### src/rtl/spi_ahb_loader.sv
// spi_ahb_loader: SPI-slave (mode 0) to AHB-Lite master bridge, one single-word transfer per frame.
// Latency: NONSEQ is driven 4 clk after the sclk rise carrying the last address (read) or data (write) bit.
// Backpressure: spi_hready=0 stretches the AHB address/data phase; a read data phase that runs past the dummy byte returns all-ones and sets err.
// Ports: clk/rst; SPI pins sclk, cs_n, mosi, miso; AHB master spi_h* (hrest = HRESP); busy = frame or AHB transfer active.
module spi_ahb_loader #(
   parameter logic [3:0] HPROT_VAL = 4'b0011
) (
   input  logic        clk,
   input  logic        rst,
   input  logic        sclk,
   input  logic        cs_n,
   input  logic        mosi,
   output logic        miso,
   output logic [31:0] spi_haddr,
   output logic        spi_hwrite,
   output logic [2:0]  spi_hsize,
   output logic [2:0]  spi_hburst,
   output logic        spi_hmastlock,
   output logic [3:0]  spi_hprot,
   output logic [1:0]  spi_htrans,
   output logic [31:0] spi_hwdata,
   input  logic        spi_hready,
   input  logic        spi_hrest,
   input  logic [31:0] spi_hrdata,
   output logic        busy
);

   localparam logic [1:0] HTRANS_IDLE   = 2'b00;
   localparam logic [1:0] HTRANS_NONSEQ = 2'b10;

   typedef enum logic [3:0] {
      S_IDLE, S_CMD, S_ADDR, S_WDATA, S_AHB_A, S_AHB_D,
      S_DUMMY, S_RDATA, S_STAT_OUT, S_DRAIN
   } state_t;

   state_t      state;
   logic [1:0]  sclk_s, cs_s, mosi_s;
   logic        sclk_d, cs_d;
   logic        sclk_rise, sclk_fall;
   logic [6:0]  bit_cnt;
   logic [31:0] in_sh, out_sh;
   logic        is_write, err, late;
   logic [31:0] in_next;
   logic        cs_fall, cs_rise, late_now;

   assign spi_hsize     = 3'b010;
   assign spi_hburst    = 3'b000;
   assign spi_hmastlock = 1'b0;
   assign spi_hprot     = HPROT_VAL;

   assign in_next = {in_sh[30:0], mosi_s[1]};
   assign cs_fall = cs_d & ~cs_s[1];
   assign cs_rise = ~cs_d & cs_s[1];
   // First read-data bit is due (fall after the 48th rise) but the AHB read is still in flight.
   assign late_now = sclk_fall && (bit_cnt == 7'd48) && !is_write && !late;

   always_ff @(posedge clk) begin
      if (rst) begin
         sclk_s     <= 2'b00;
         cs_s       <= 2'b11;
         mosi_s     <= 2'b00;
         sclk_d     <= 1'b0;
         cs_d       <= 1'b1;
         sclk_rise  <= 1'b0;
         sclk_fall  <= 1'b0;
         state      <= S_IDLE;
         bit_cnt    <= '0;
         in_sh      <= '0;
         out_sh     <= '0;
         is_write   <= 1'b0;
         err        <= 1'b0;
         late       <= 1'b0;
         miso       <= 1'b0;
         busy       <= 1'b0;
         spi_haddr  <= '0;
         spi_hwrite <= 1'b0;
         spi_htrans <= HTRANS_IDLE;
         spi_hwdata <= '0;
      end else begin
         sclk_s    <= {sclk_s[0], sclk};
         cs_s      <= {cs_s[0], cs_n};
         mosi_s    <= {mosi_s[0], mosi};
         sclk_d    <= sclk_s[1];
         cs_d      <= cs_s[1];
         // Edge pulses are registered so mosi_s[1] has settled for the sample.
         sclk_rise <= sclk_s[1] & ~sclk_d;
         sclk_fall <= ~sclk_s[1] & sclk_d;

         if (sclk_rise) in_sh <= in_next;

         if (cs_fall) bit_cnt <= '0;
         else if (sclk_rise && !cs_s[1]) bit_cnt <= bit_cnt + 7'd1;

         // Output shifter: status byte, read word, or the all-ones late substitute.
         if (sclk_fall && (state == S_RDATA || state == S_STAT_OUT || late)) begin
            miso   <= out_sh[31];
            out_sh <= {out_sh[30:0], 1'b0};
         end

         case (state)
            S_IDLE: if (cs_fall) begin
               state <= S_CMD;
               busy  <= 1'b1;
            end
            S_CMD: if (sclk_rise && bit_cnt == 7'd7) begin
               case (in_next[7:0])
                  8'h02, 8'h03: begin
                     is_write <= (in_next[7:0] == 8'h02);
                     state    <= S_ADDR;
                  end
                  8'h05: begin
                     // Low bit reports an in-flight AHB transfer; a frame only starts from idle, so it reads 0.
                     out_sh <= {6'b0, err, 1'b0, 24'h0};
                     state  <= S_STAT_OUT;
                  end
                  default: state <= S_DRAIN;
               endcase
            end
            S_ADDR: if (sclk_rise && bit_cnt == 7'd39) begin
               spi_haddr <= {in_next[31:2], 2'b00};
               if (is_write) begin
                  state <= S_WDATA;
               end else begin
                  spi_hwrite <= 1'b0;
                  spi_htrans <= HTRANS_NONSEQ;
                  late       <= 1'b0;
                  state      <= S_AHB_A;
               end
            end
            S_WDATA: if (sclk_rise && bit_cnt == 7'd71) begin
               spi_hwdata <= in_next;
               spi_hwrite <= 1'b1;
               spi_htrans <= HTRANS_NONSEQ;
               late       <= 1'b0;
               state      <= S_AHB_A;
            end
            S_AHB_A: begin
               if (late_now) begin
                  late   <= 1'b1;
                  err    <= 1'b1;
                  miso   <= 1'b1;
                  out_sh <= 32'hFFFF_FFFE;
               end
               if (spi_hready) begin
                  spi_htrans <= HTRANS_IDLE;
                  state      <= S_AHB_D;
               end
            end
            S_AHB_D: begin
               if (late_now) begin
                  late   <= 1'b1;
                  err    <= 1'b1;
                  miso   <= 1'b1;
                  out_sh <= 32'hFFFF_FFFE;
               end
               if (spi_hready) begin
                  if (spi_hrest) err <= 1'b1;
                  if (cs_s[1]) begin
                     // Host already ended the frame; the transfer has now drained.
                     state <= S_IDLE;
                     busy  <= 1'b0;
                     late  <= 1'b0;
                     miso  <= 1'b0;
                  end else if (is_write) begin
                     state <= S_DRAIN;
                  end else if (late || late_now) begin
                     state <= S_RDATA;
                  end else begin
                     out_sh <= spi_hrest ? '0 : spi_hrdata;
                     state  <= S_DUMMY;
                  end
               end
            end
            S_DUMMY: if (sclk_fall && bit_cnt == 7'd48) begin
               miso   <= out_sh[31];
               out_sh <= {out_sh[30:0], 1'b0};
               state  <= S_RDATA;
            end
            S_RDATA, S_STAT_OUT, S_DRAIN: ;
            default: state <= S_IDLE;
         endcase

         // CS rise ends the frame everywhere except mid-AHB, which must complete first.
         if (cs_rise && state != S_IDLE && state != S_AHB_A && state != S_AHB_D) begin
            state <= S_IDLE;
            busy  <= 1'b0;
            late  <= 1'b0;
            miso  <= 1'b0;
            if (state == S_STAT_OUT) err <= 1'b0;
         end
      end
   end

endmodule
### config.mk
export PLATFORM = sky130hd
export DESIGN_NAME = spi_ahb_loader
export DESIGN_NICKNAME = d
export VERILOG_FILES = /design/src/rtl/spi_ahb_loader.sv
export SDC_FILE = /design/constraint.sdc
export NUM_CORES = 1
export LEC_CHECK = 0
export ABC_CLOCK_PERIOD_IN_PS = 2100
export BUFFER_PORTS_ARGS = -buffer_cell sky130_fd_sc_hd__buf_4
export CAP_MARGIN = 20
export CORE_MARGIN = 5
export CORE_UTILIZATION = 33
export CTS_CLUSTER_SIZE = 20
export DETAILED_ROUTE_END_ITERATION = 16
export SYNTH_ARGS = -nofsm -noshare
export SYNTH_HDL_FRONTEND = slang
export SYNTH_SLANG_ARGS = --single-unit
### constraint.sdc
create_clock -name clk -period 2.1 [get_ports clk]
set_input_delay 0.42 -clock clk [delete_from_list [all_inputs] [get_ports clk]]
set_output_delay 0.42 -clock clk [all_outputs]
set_load 0.02 [all_outputs]
Word-level counts from Yosys, hierarchy flattened
Cells that the tools add are included.
{"block": "totals", "reg_bits": 154, "latchBits": 0, "ram_bits": 0, "rom_bits": 0, "in_bits": 39, "output_inout_bits": 80, "mem_count": 0}
{"block": "op_classes", "addsub": 1, "multipliers": 0, "div_mod_pow": 0, "n_lt_le_gt_ge": 0, "n_eq_ne": 27, "n_shift": 0, "n_mux": 54, "n_bitwise": 9, "reduce_logical": 35}
{"op": "two-way mux 32 bit", "count": 10}
{"op": "case mux 32 bit (4 select lines)", "count": 1}
{"op": "two-way mux 4 bit", "count": 9}
{"op": "case mux 4 bit (8 select lines)", "count": 1}
{"op": "two-way mux 1 bit", "count": 21}
{"op": "!= test 2 bit (second input constant)", "count": 9}
{"op": "equality test 4 x 3 -> 1 bit (second input constant)", "count": 4}
{"op": "equality test 8 x 2 -> 1 bit (second input constant)", "count": 2}
{"op": "equality test 7 x 6 -> 1 bit (second input constant)", "count": 2}
{"op": "AND reduction 4 bit", "count": 3}
{"op": "logical AND 1 bit", "count": 11}
{"op": "equality test 4 x 2 -> 1 bit (second input constant)", "count": 2}
{"op": "equality test 4 bit (second input constant)", "count": 2}
{"op": "equality test 8 x 3 -> 1 bit (second input constant)", "count": 1}
{"op": "two-way mux 2 bit", "count": 4}
{"op": "!= test 4 x 3 -> 1 bit (second input constant)", "count": 2}
{"op": "case mux 4 bit (2 select lines)", "count": 1}
{"op": "AND reduction 8 bit", "count": 1}
{"op": "nonzero test 4 bit", "count": 2}
{"op": "adder 7 x 1 -> 7 bit (second input constant)", "count": 1}
{"op": "equality test 7 x 3 -> 1 bit (second input constant)", "count": 1}
{"op": "equality test 7 bit (second input constant)", "count": 1}
{"op": "case mux 1 bit (2 select lines)", "count": 3}
{"op": "case mux 2 bit (3 select lines)", "count": 1}
{"op": "16 further kinds", "count": 31}

Depth between registers and ports, before layout
Gate-level depths: netlist of run 1.
{"block": "logic_depth", "depth_word": 11, "depth_mapped": 8}

Worst setup path before layout of run 1
Ideal clock, no wire load.
{"block": "synth_path", "path_kind": "register -> register", "startpoint": "register state[2]", "endpoint": "register is_write", "arrival_ps": 2019, "required_ps": 2035, "path_slack_ps": 16, "stages_incl_launch_ff": 8, "path_buffers": 2, "path_cell_list": "dfxtp_1 > buf_6 > or4b_1 > buf_2 > or4_4 > nor3_2 > mux2_1 > nor2_1"}
{"block": "synth_via", "elab_chain_cells": 2}
{"item": "start, declared", "line_no": "36", "text": "state_t state;"}
{"item": "start signal, assigned", "line_no": "66", "text": "state <= S_IDLE;"}
{"item": "start signal, assigned", "line_no": "102", "text": "state <= S_CMD;"}
{"item": "start signal, assigned", "line_no": "109", "text": "state <= S_ADDR;"}
{"item": "equality test 4 x 1 -> 1 bit", "line_no": "100", "text": "case (state)"}
{"item": "AND reduction 3 bit (no source line)"}
{"item": "end signal, assigned", "line_no": "108", "text": "is_write <= (in_next[7:0] == 8'h02);"}
{"item": "end, declared", "line_no": "42", "text": "logic is_write, err, late;"}
Every way passes these cells.
A chain may end at the register's enable or synchronous reset.

Worst setup path after layout of run 1
{"block": "layout_path", "startpoint": "register bit_cnt[0]", "endpoint": "register out_sh[1]"}
{"block": "layout_via", "elab_chain_cells": 10, "elab_cells_between_ends": 15}
{"item": "start, declared", "line_no": "40", "text": "logic [6:0] bit_cnt;"}
{"item": "start signal, assigned", "line_no": "92", "text": "else if (sclk_rise && !cs_s[1]) bit_cnt <= bit_cnt + 7'd1;"}
{"item": "equality test 7 x 6 -> 1 bit", "line_no": "55, 174"}
{"item": "logical AND 1 bit", "line_no": "55, 174"}
{"item": "logical AND 1 bit (2 in series)", "line_no": "55", "text": "assign late_now = sclk_fall && (bit_cnt == 7'd48) && !is_write && !late;"}
{"item": "two-way mux 32 bit or logical OR 1 bit (tied branches)", "line_no": "138, 150, 166"}
{"item": "two-way mux 32 bit", "line_no": "166", "text": "end else if (late || late_now) begin"}
{"item": "two-way mux 32 bit", "line_no": "164", "text": "end else if (is_write) begin"}
{"item": "two-way mux 32 bit", "line_no": "158", "text": "if (cs_s[1]) begin"}
{"item": "two-way mux 32 bit", "line_no": "156", "text": "if (spi_hready) begin"}
{"item": "case mux 32 bit (4 select lines) (*)", "line_no": "100"}
{"item": "end signal, assigned", "line_no": "97", "text": "out_sh <= {out_sh[30:0], 1'b0};"}
{"item": "end signal, assigned", "line_no": "169", "text": "out_sh <= spi_hrest ? '0 : spi_hrdata;"}
{"item": "end signal, assigned", "line_no": "176", "text": "out_sh <= {out_sh[30:0], 1'b0};"}
{"item": "end, declared", "line_no": "41", "text": "logic [31:0] in_sh, out_sh;"}
Every way passes the cells marked *; elsewhere a longest branch is shown, timed or not.

==> impl_metrics.prom, run 1 <==
# TYPE chip_impl_metric gauge
chip_impl_info{name="timing.hold.worst.class",value="input pin to register"} 1
chip_impl_metric{name="dieArea",unit="um^2"} 22800
chip_impl_metric{name="count_of_maximum_capacitance_violations",unit=""} 0
chip_impl_metric{name="critical_path_maximum_fanout",unit=""} 8
chip_impl_metric{name="path_clk_slew",unit="ns"} 0.06
chip_impl_metric{name="unique_masters_post_synth",unit=""} 58
chip_impl_metric{name="detailedRoute.firstPassIterationCount",unit=""} 5
chip_impl_metric{name="wl_per_cell",unit="um"} 15.8
chip_impl_info{name="dominantRegCellSynth",value="sky130_fd_sc_hd__dfxtp_1"} 1
chip_impl_metric{name="reg2reg_path_depth",unit=""} 7
chip_impl_metric{name="area_of_combinational_cells_with_multiple_inputs",unit="um^2"} 3270
chip_impl_metric{name="placed_area",unit="um^2"} 7760
chip_impl_metric{name="fin_worst_skew",unit="ns"} 0.0168
chip_impl_metric{name="initial_cell_density_of_the_core",unit="%"} 33.6
chip_impl_info{name="ws_path_type",value="register to register"} 1
chip_impl_info{name="crit_path_slowest_cell",value="sky130_fd_sc_hd__or4b_4"} 1
chip_impl_metric{name="layout_net_count",unit=""} 894
chip_impl_metric{name="number_of_antenna_violations_at_the_first_check_in_global_routing",unit=""} 0
chip_impl_info{name="critical_path.cell_chain",value="ha_4, or4b_4, nor3_4, o2111ai_2, o21bai_4, clkbuf_16, o22ai_1"} 1
chip_impl_metric{name="finalSetupViolations",unit=""} 30
chip_impl_info{name="unrepaired_setup_endpoints_after_global_routing",value="yes"} 1
chip_impl_metric{name="power.share.clock",unit="%"} 43.5
chip_impl_info{name="result_of_the_run",value="finished with violations"} 1
chip_impl_metric{name="max_clock_freq",unit="MHz"} 461
chip_impl_metric{name="synthesis.area",unit="um^2"} 6560
chip_impl_info{name="post_synth_most_frequent_cells",value="sky130_fd_sc_hd__dfxtp_1, sky130_fd_sc_hd__nand2_1, sky130_fd_sc_hd__a21oi_1"} 1
chip_impl_metric{name="fraction_of_final_layout_cells_with_drive_strength_greater_than_1",unit="%"} 24.7
chip_impl_metric{name="clockBufferDepth",unit=""} 2
chip_impl_metric{name="ctsHtreeMaxLevel",unit=""} 4
chip_impl_metric{name="timing_worst_slew_pin_value",unit="ns"} 0.567
chip_impl_metric{name="drc",unit=""} 0
chip_impl_metric{name="power.switching_fraction",unit="%"} 25.4
chip_impl_metric{name="route.vias.total",unit=""} 5750
chip_impl_metric{name="final-hold-violation-count",unit=""} 0
chip_impl_metric{name="finalPower",unit="mW"} 6.63
chip_impl_metric{name="dp_hpwl",unit="mm"} 11.4
chip_impl_metric{name="grt_first_pass_wirelength",unit="mm"} 27.9
chip_impl_metric{name="flop_and_latch_count_out_of_synthesis",unit=""} 153
chip_impl_metric{name="total_leakage_power",unit="nW"} 3.28
chip_impl_metric{name="final_util",unit="%"} 43.6
chip_impl_metric{name="power_density_relative_to_cell_area",unit="nW/um^2"} 778
chip_impl_info{name="worst_setup_sp_type",value="register"} 1
chip_impl_metric{name="reg2reg_setup_slack",unit="ns"} -0.07
chip_impl_metric{name="core-area",unit="um^2"} 19500
chip_impl_metric{name="die_width",unit="um"} 151
chip_impl_metric{name="placementRows",unit=""} 51
chip_impl_metric{name="clock_latency",unit="ns"} 0.43
chip_impl_info{name="synth_most_common_cell",value="sky130_fd_sc_hd__dfxtp_1"} 1
chip_impl_metric{name="finalWeightedCongestion",unit=""} 0.857
chip_impl_metric{name="cts_inserted_buffers",unit=""} 17
chip_impl_metric{name="n_antenna_cell",unit=""} 0
chip_impl_metric{name="ios",unit=""} 119
chip_impl_metric{name="die_height",unit="um"} 151
chip_impl_metric{name="worst_slew_margin",unit="%"} 62.1
chip_impl_info{name="end_kind",value="register"} 1
chip_impl_metric{name="post_synth_inst_count",unit=""} 745
chip_impl_metric{name="ant_nets",unit=""} 0
chip_impl_metric{name="io_buffers",unit=""} 104
chip_impl_metric{name="post_synth.cell_area_avg",unit="um^2"} 8.81
chip_impl_metric{name="switchingPower",unit="mW"} 1.68
chip_impl_metric{name="min_delay_path_depth",unit=""} 2
chip_impl_metric{name="ys_async_sr_fraction",unit="%"} 0
chip_impl_metric{name="synth-warning-count",unit=""} 0
chip_impl_metric{name="critical-path-max-stage-delay",unit="ns"} 0.47
chip_impl_info{name="cts_root_buffer",value="sky130_fd_sc_hd__clkbuf_16"} 1
chip_impl_metric{name="routed_wl",unit="mm"} 17.8
chip_impl_metric{name="groute.usage.overall",unit="%"} 15.2
chip_impl_metric{name="clock_sinks",unit=""} 153
chip_impl_metric{name="grt_remaining_overflow",unit=""} 0
chip_impl_metric{name="holdBufCountCts",unit=""} 0
chip_impl_metric{name="post-route-period-util",unit="%"} 103
chip_impl_metric{name="vdd_drop_max",unit="V"} 0.000492
chip_impl_metric{name="power_frac_comb",unit="%"} 12.1
chip_impl_metric{name="edff_count_synth",unit=""} 0
chip_impl_metric{name="worstPathArrival",unit="ns"} 2.46
chip_impl_metric{name="pin_count_of_the_biggest_net_entering_global_routing",unit=""} 84
chip_impl_info{name="synth_top_cells_by_area",value="sky130_fd_sc_hd__dfxtp_1, sky130_fd_sc_hd__mux2i_1, sky130_fd_sc_hd__nand2_1"} 1
chip_impl_metric{name="layout.area.seq",unit="um^2"} 3070
chip_impl_metric{name="slew_viol_final",unit=""} 0
chip_impl_metric{name="cp_data_required_time",unit="ns"} 2.39
chip_impl_metric{name="filler_cell_count",unit=""} 1947
chip_impl_metric{name="final.min_clock_period",unit="ns"} 2.17
chip_impl_metric{name="drt-initial-drc-count",unit=""} 341
chip_impl_metric{name="internal-power",unit="mW"} 4.94
chip_impl_metric{name="post-synth-top-area-fraction",unit="%"} 46.7
chip_impl_info{name="cts_tree",value="built"} 1
chip_impl_metric{name="p_seq_share",unit="%"} 44.4
chip_impl_metric{name="avgViaCountPerCell",unit=""} 5.09
chip_impl_metric{name="synth-seq-area-share",unit="%"} 46.7
chip_impl_metric{name="via_count_of_the_first_global_routing_pass",unit=""} 5424
chip_impl_metric{name="final.setup.worst_slack",unit="ns"} -0.0698
chip_impl_info{name="violations",value="setup timing"} 1
chip_impl_metric{name="area.growth.synth_to_final",unit="%"} 29.8
chip_impl_metric{name="fin_area",unit="um^2"} 8520
chip_impl_info{name="synth_top_cell_by_area",value="sky130_fd_sc_hd__dfxtp_1"} 1
## area by class of cell
class                      count  share of cell area [%]
clock buffer                  21                    5.29
clock inverter                 9                    1.09
inverter                      10                   0.441
multi-input combinational    518                    38.4
sequential                   153                    36.1
tap                          265                    3.89
timing repair buffer         153                    14.8
## cell usage in the layout (no fill, tap or decap), drive strengths merged, types with 5 or more instances in the layout
| master | synthesis | final |
|---|---|---|
| nand2 | 134 | 134 |
| inv | 10 | 13 |
| mux2i | 61 | 61 |
| nand3b | 7 | 7 |
| conb | 2 | 14 |
| o21ai | 9 | 9 |
| nor2 | 52 | 52 |
| nor3 | 7 | 7 |
| nand2b | 9 | 9 |
| o22ai | 31 | 31 |
| a221oi | 31 | 31 |
| buf | 35 | 151 |
| clkbuf | 41 | 23 |
| xor2 | 5 | 5 |
| o21bai | 7 | 7 |
| a21oi | 73 | 73 |
| nor2b | 10 | 10 |
| dfxtp | 153 | 153 |
## metal layers
layer  wire length [um]  GRT usage, %
met5                  0             0
met3               1350          5.57
met2               7970          22.5
met4                214          3.94
met1               8310          20.9
## per-stage QoR
| step | TNS [ns] | worst slack (ns) | std cells | hold slack, ns |
|---|---|---|---|---|
| floorplan | 0 | 0.0156 | 757 | 0.383 |
| global placement | 0 | 0.00243 | 1093 | 0.380 |
| detailed placement | 0 | 0.0238 | 1093 | 0.383 |
| CTS | 0 | 0.00208 | 1123 | 0.163 |
| global route | -3.13 | -0.124 | 1129 | 0.170 |
| finish | -1.32 | -0.0698 | 1129 | 0.182 |
## power by group through the flow
stage | registers [mW] | clock network, mW | logic [mW]
after CTS | 2.95 | 2.97 | 0.671
after global routing | 2.95 | 3.09 | 0.852
after floorplan | 3.02 | 0 | 0.427
after global placement | 3.01 | 0 | 0.675
after detailed placement | 3.01 | 0 | 0.668
final | 2.94 | 2.88 | 0.800
## flip-flops by register name, summed over array words and instances (netlist names), 2 cells and up
name        count
spi_hwdata     32
state           4
in_sh          31
bit_cnt         7
mosi_s          2
sclk_s          2
cs_s            2
out_sh         32
spi_haddr      30
## worst paths after layout
kind	from	endpoint
max	bit_cnt[0]	out_sh[1]
max reg2reg	bit_cnt[0]	out_sh[1]
min reg2reg	sclk_d	sclk_rise
min	cs_n	cs_s[0]
## worst max-delay path: cells and delay by family (launching register included)
kind	cells	cell delay (ns)
fa+ha+maj	1	0.13
flops	1	0.37
simple gates	2	0.69
buf+inv	1	0.22
compound gates	3	0.62
## cell families after synthesis
logic type                 after synthesis  synth area share (%)
and+or+nand+nor                        257                  18.6
AOI/OAI and AO/OA                      176                  17.5
DFF                                    153                  46.7
buffers and inverters                   86                  6.22
muxes                                   63                  9.65
xor gates and xnor gates                 6                 0.801
adders and majority gates                2                 0.381
other                                    2                 0.114
## what timing repair did
action / 4_1_cts / 5_1_grt
cloned: 0 / 3
resized for setup: 1 / 23
setup buffers: 0 / 3
pin swaps: 0 / 4
setup endpoints to repair: 3 / 97
Note: power is estimated with default switching activity, not from simulation.
==> run 2, diff against run 1 <==
Settings changed: CORE_UTILIZATION 33 to 50, PLACE_DENSITY from default to 0.76.
==> impl_metrics.prom, run 2 (same netlist as run 1, synthesis figures left out) <==
# TYPE chip_impl_metric gauge
chip_impl_info{name="result_of_the_run",value="finished clean"} 1
chip_impl_metric{name="placed_area",unit="um^2"} 7610
chip_impl_metric{name="area.growth.synth_to_final",unit="%"} 26.0
chip_impl_metric{name="avgViaCountPerCell",unit=""} 5.70
chip_impl_metric{name="groute.usage.overall",unit="%"} 21.1
chip_impl_metric{name="fraction_of_final_layout_cells_with_drive_strength_greater_than_1",unit="%"} 24.4
chip_impl_metric{name="dp_hpwl",unit="mm"} 11.0
chip_impl_info{name="end_kind",value="register"} 1
chip_impl_metric{name="final.min_clock_period",unit="ns"} 2.02
chip_impl_metric{name="cts_inserted_buffers",unit=""} 17
chip_impl_metric{name="wl_per_cell",unit="um"} 16.1
chip_impl_info{name="crit_path_slowest_cell",value="sky130_fd_sc_hd__or4b_4"} 1
chip_impl_metric{name="post-route-period-util",unit="%"} 96.0
chip_impl_metric{name="detailedRoute.firstPassIterationCount",unit=""} 5
chip_impl_info{name="setup.worst_path.end",value="is_write"} 1
chip_impl_metric{name="buf_inv_stages_crit_path",unit=""} 0
chip_impl_metric{name="clock_latency",unit="ns"} 0.42
chip_impl_metric{name="power_density_relative_to_cell_area",unit="nW/um^2"} 794
chip_impl_info{name="ws_path_type",value="register to register"} 1
chip_impl_metric{name="reg2reg_path_depth",unit=""} 5
chip_impl_metric{name="n_antenna_cell",unit=""} 0
chip_impl_metric{name="finalPower",unit="mW"} 6.56
chip_impl_metric{name="clockBufferDepth",unit=""} 2
chip_impl_metric{name="io_buffers",unit=""} 104
chip_impl_metric{name="worstPathArrival",unit="ns"} 2.38
chip_impl_metric{name="met3_usage",unit="%"} 6.69
chip_impl_info{name="busiest_layer",value="met2"} 1
chip_impl_metric{name="critical_path_cell_count",unit=""} 5
chip_impl_info{name="layout_top_registers",value="out_sh x32, spi_hwdata x32, in_sh x31"} 1
chip_impl_metric{name="placementRows",unit=""} 41
chip_impl_metric{name="final_util",unit="%"} 65.0
chip_impl_info{name="crit-reg2reg-launch",value="state[3]"} 1
chip_impl_metric{name="fin_area",unit="um^2"} 8270
chip_impl_info{name="critical_path.cell_chain",value="or4b_4, or4_4, nor3_2, mux2_1, nor2_1"} 1
chip_impl_info{name="most-common-layout-cells",value="sky130_fd_sc_hd__dfxtp_1, sky130_fd_sc_hd__buf_4, sky130_fd_sc_hd__nand2_1"} 1
chip_impl_metric{name="pin_count_of_the_biggest_net_entering_global_routing",unit=""} 82
chip_impl_metric{name="grtUsageMet1",unit="%"} 26.3
chip_impl_metric{name="die_width",unit="um"} 125
chip_impl_info{name="worst_setup_sp_type",value="register"} 1
chip_impl_info{name="crit-reg2reg-capture",value="is_write"} 1
chip_impl_metric{name="layout_net_count",unit=""} 887
chip_impl_metric{name="slew_viol_final",unit=""} 0
chip_impl_metric{name="number_of_antenna_violations_at_the_first_check_in_global_routing",unit=""} 0
chip_impl_metric{name="die_height",unit="um"} 125
chip_impl_metric{name="grt_first_pass_wirelength",unit="mm"} 27.7
chip_impl_info{name="unrepaired_setup_endpoints_after_global_routing",value="yes"} 1
chip_impl_metric{name="finalSetupViolations",unit=""} 0
chip_impl_info{name="crit_family",value="simple AND/OR/NAND/NOR gates"} 1
chip_impl_metric{name="grt_remaining_overflow",unit=""} 0
chip_impl_metric{name="fin_worst_skew",unit="ns"} 0.00578
chip_impl_metric{name="path_clk_slew",unit="ns"} 0.06
chip_impl_metric{name="initial_cell_density_of_the_core",unit="%"} 51.6
chip_impl_metric{name="ant_nets",unit=""} 0
chip_impl_metric{name="finalSetupTns",unit="ns"} 0
chip_impl_info{name="critical_path.startpoint",value="state[3]"} 1
chip_impl_metric{name="max_clock_freq",unit="MHz"} 496
chip_impl_metric{name="count_of_maximum_capacitance_violations",unit=""} 0
chip_impl_metric{name="vdd_drop_max",unit="V"} 0.000515
chip_impl_metric{name="clock_sinks",unit=""} 153
chip_impl_metric{name="total_leakage_power",unit="nW"} 3.22
chip_impl_metric{name="timing_worst_slew_pin_value",unit="ns"} 0.571
chip_impl_metric{name="ios",unit=""} 119
chip_impl_metric{name="routed_wl",unit="mm"} 16.6
chip_impl_metric{name="critical-path-max-stage-delay",unit="ns"} 0.55
chip_impl_metric{name="worst_slew_margin",unit="%"} 61.9
chip_impl_metric{name="route.vias.total",unit=""} 5879
chip_impl_metric{name="dieArea",unit="um^2"} 15500
chip_impl_info{name="cts_root_buffer",value="sky130_fd_sc_hd__clkbuf_16"} 1
chip_impl_metric{name="filler_cell_count",unit=""} 1087
chip_impl_info{name="most_common_cell_after_layout_fill_and_taps_aside",value="sky130_fd_sc_hd__dfxtp_1"} 1
chip_impl_metric{name="reg2reg_setup_slack",unit="ns"} 0.08
chip_impl_metric{name="drc",unit=""} 0
chip_impl_info{name="timing.hold.worst.class",value="input pin to register"} 1
chip_impl_metric{name="core-area",unit="um^2"} 12700
chip_impl_metric{name="critical_path_maximum_fanout",unit=""} 2
chip_impl_metric{name="grtUsageMet2",unit="%"} 33.7
chip_impl_metric{name="finalNonFillerCells",unit=""} 1031
chip_impl_metric{name="finalWeightedCongestion",unit=""} 0.940
chip_impl_metric{name="holdBufCountCts",unit=""} 0
chip_impl_info{name="cts_tree",value="built"} 1
chip_impl_metric{name="post-place-cells",unit=""} 997
chip_impl_metric{name="cp_data_required_time",unit="ns"} 2.46
chip_impl_metric{name="ctsHtreeMaxLevel",unit=""} 4
chip_impl_metric{name="via_count_of_the_first_global_routing_pass",unit=""} 5727
chip_impl_metric{name="final-hold-violation-count",unit=""} 0
chip_impl_metric{name="drt-initial-drc-count",unit=""} 486
[run 2: changes by cell type in the layout (fill, tap and decap cells not counted), sizes merged]
cell,before,now
clkinvlp,3,4
clkinv,2,7
buf,151,146
clkbuf,23,18
inv,13,12
[run 2: cell type report]
cell class                 count  area (um^2)  share of cell area [%]
inverter                      10         37.5                   0.454
clock buffer                  18          429                    5.19
clock inverter                14          126                    1.53
timing repair buffer         146         1160                    14.1
multi-input combinational    518         3230                    39.1
sequential                   153         3070                    37.1
tap                          172          215                    2.60
[run 2: metrics by stage]
stage               worst slack (ns)  hold WS [ns]
floorplan                     0.0156         0.383
global placement              0.0660         0.387
detailed placement          -0.00316         0.392
CTS                           0.0244         0.175
global route                 -0.0151         0.182
finish                        0.0842         0.188
[run 2: worst min-delay path by stage]
stage           endpoint  slack [ns]  cells past startpoint    from
3_3_place_gp   sclk_rise        0.39                      1  sclk_d
2_1_floorplan  sclk_rise        0.38                      1  sclk_d
3_5_place_dp   sclk_rise        0.39                      1  sclk_d
4_1_cts          cs_s[0]        0.18                      2    cs_n
6_report         cs_s[0]        0.19                      2    cs_n
5_1_grt          cs_s[0]        0.18                      2    cs_n
[run 2: timing repair]
item,in CTS,in global routing
setup buffers,0,2
resized for setup,1,18
setup endpoints to repair,26,58
cloned,0,0
pin swaps,1,6
[run 2: per-layer routing]
metal | vias up | share of wire, %
met5 | - | 0
met3 | 37 | 8.3
li1 | 2806 | -
met1 | 2809 | 42
met2 | 227 | 47
met4 | 0 | 2.3
[run 2: power breakdown]
part / internal [mW] / switching, mW / total (mW)
clock network: 1.63 / 1.24 / 2.87
registers: 2.93 / 0.0281 / 2.96
logic: 0.313 / 0.413 / 0.726
total: 4.88 / 1.68 / 6.56
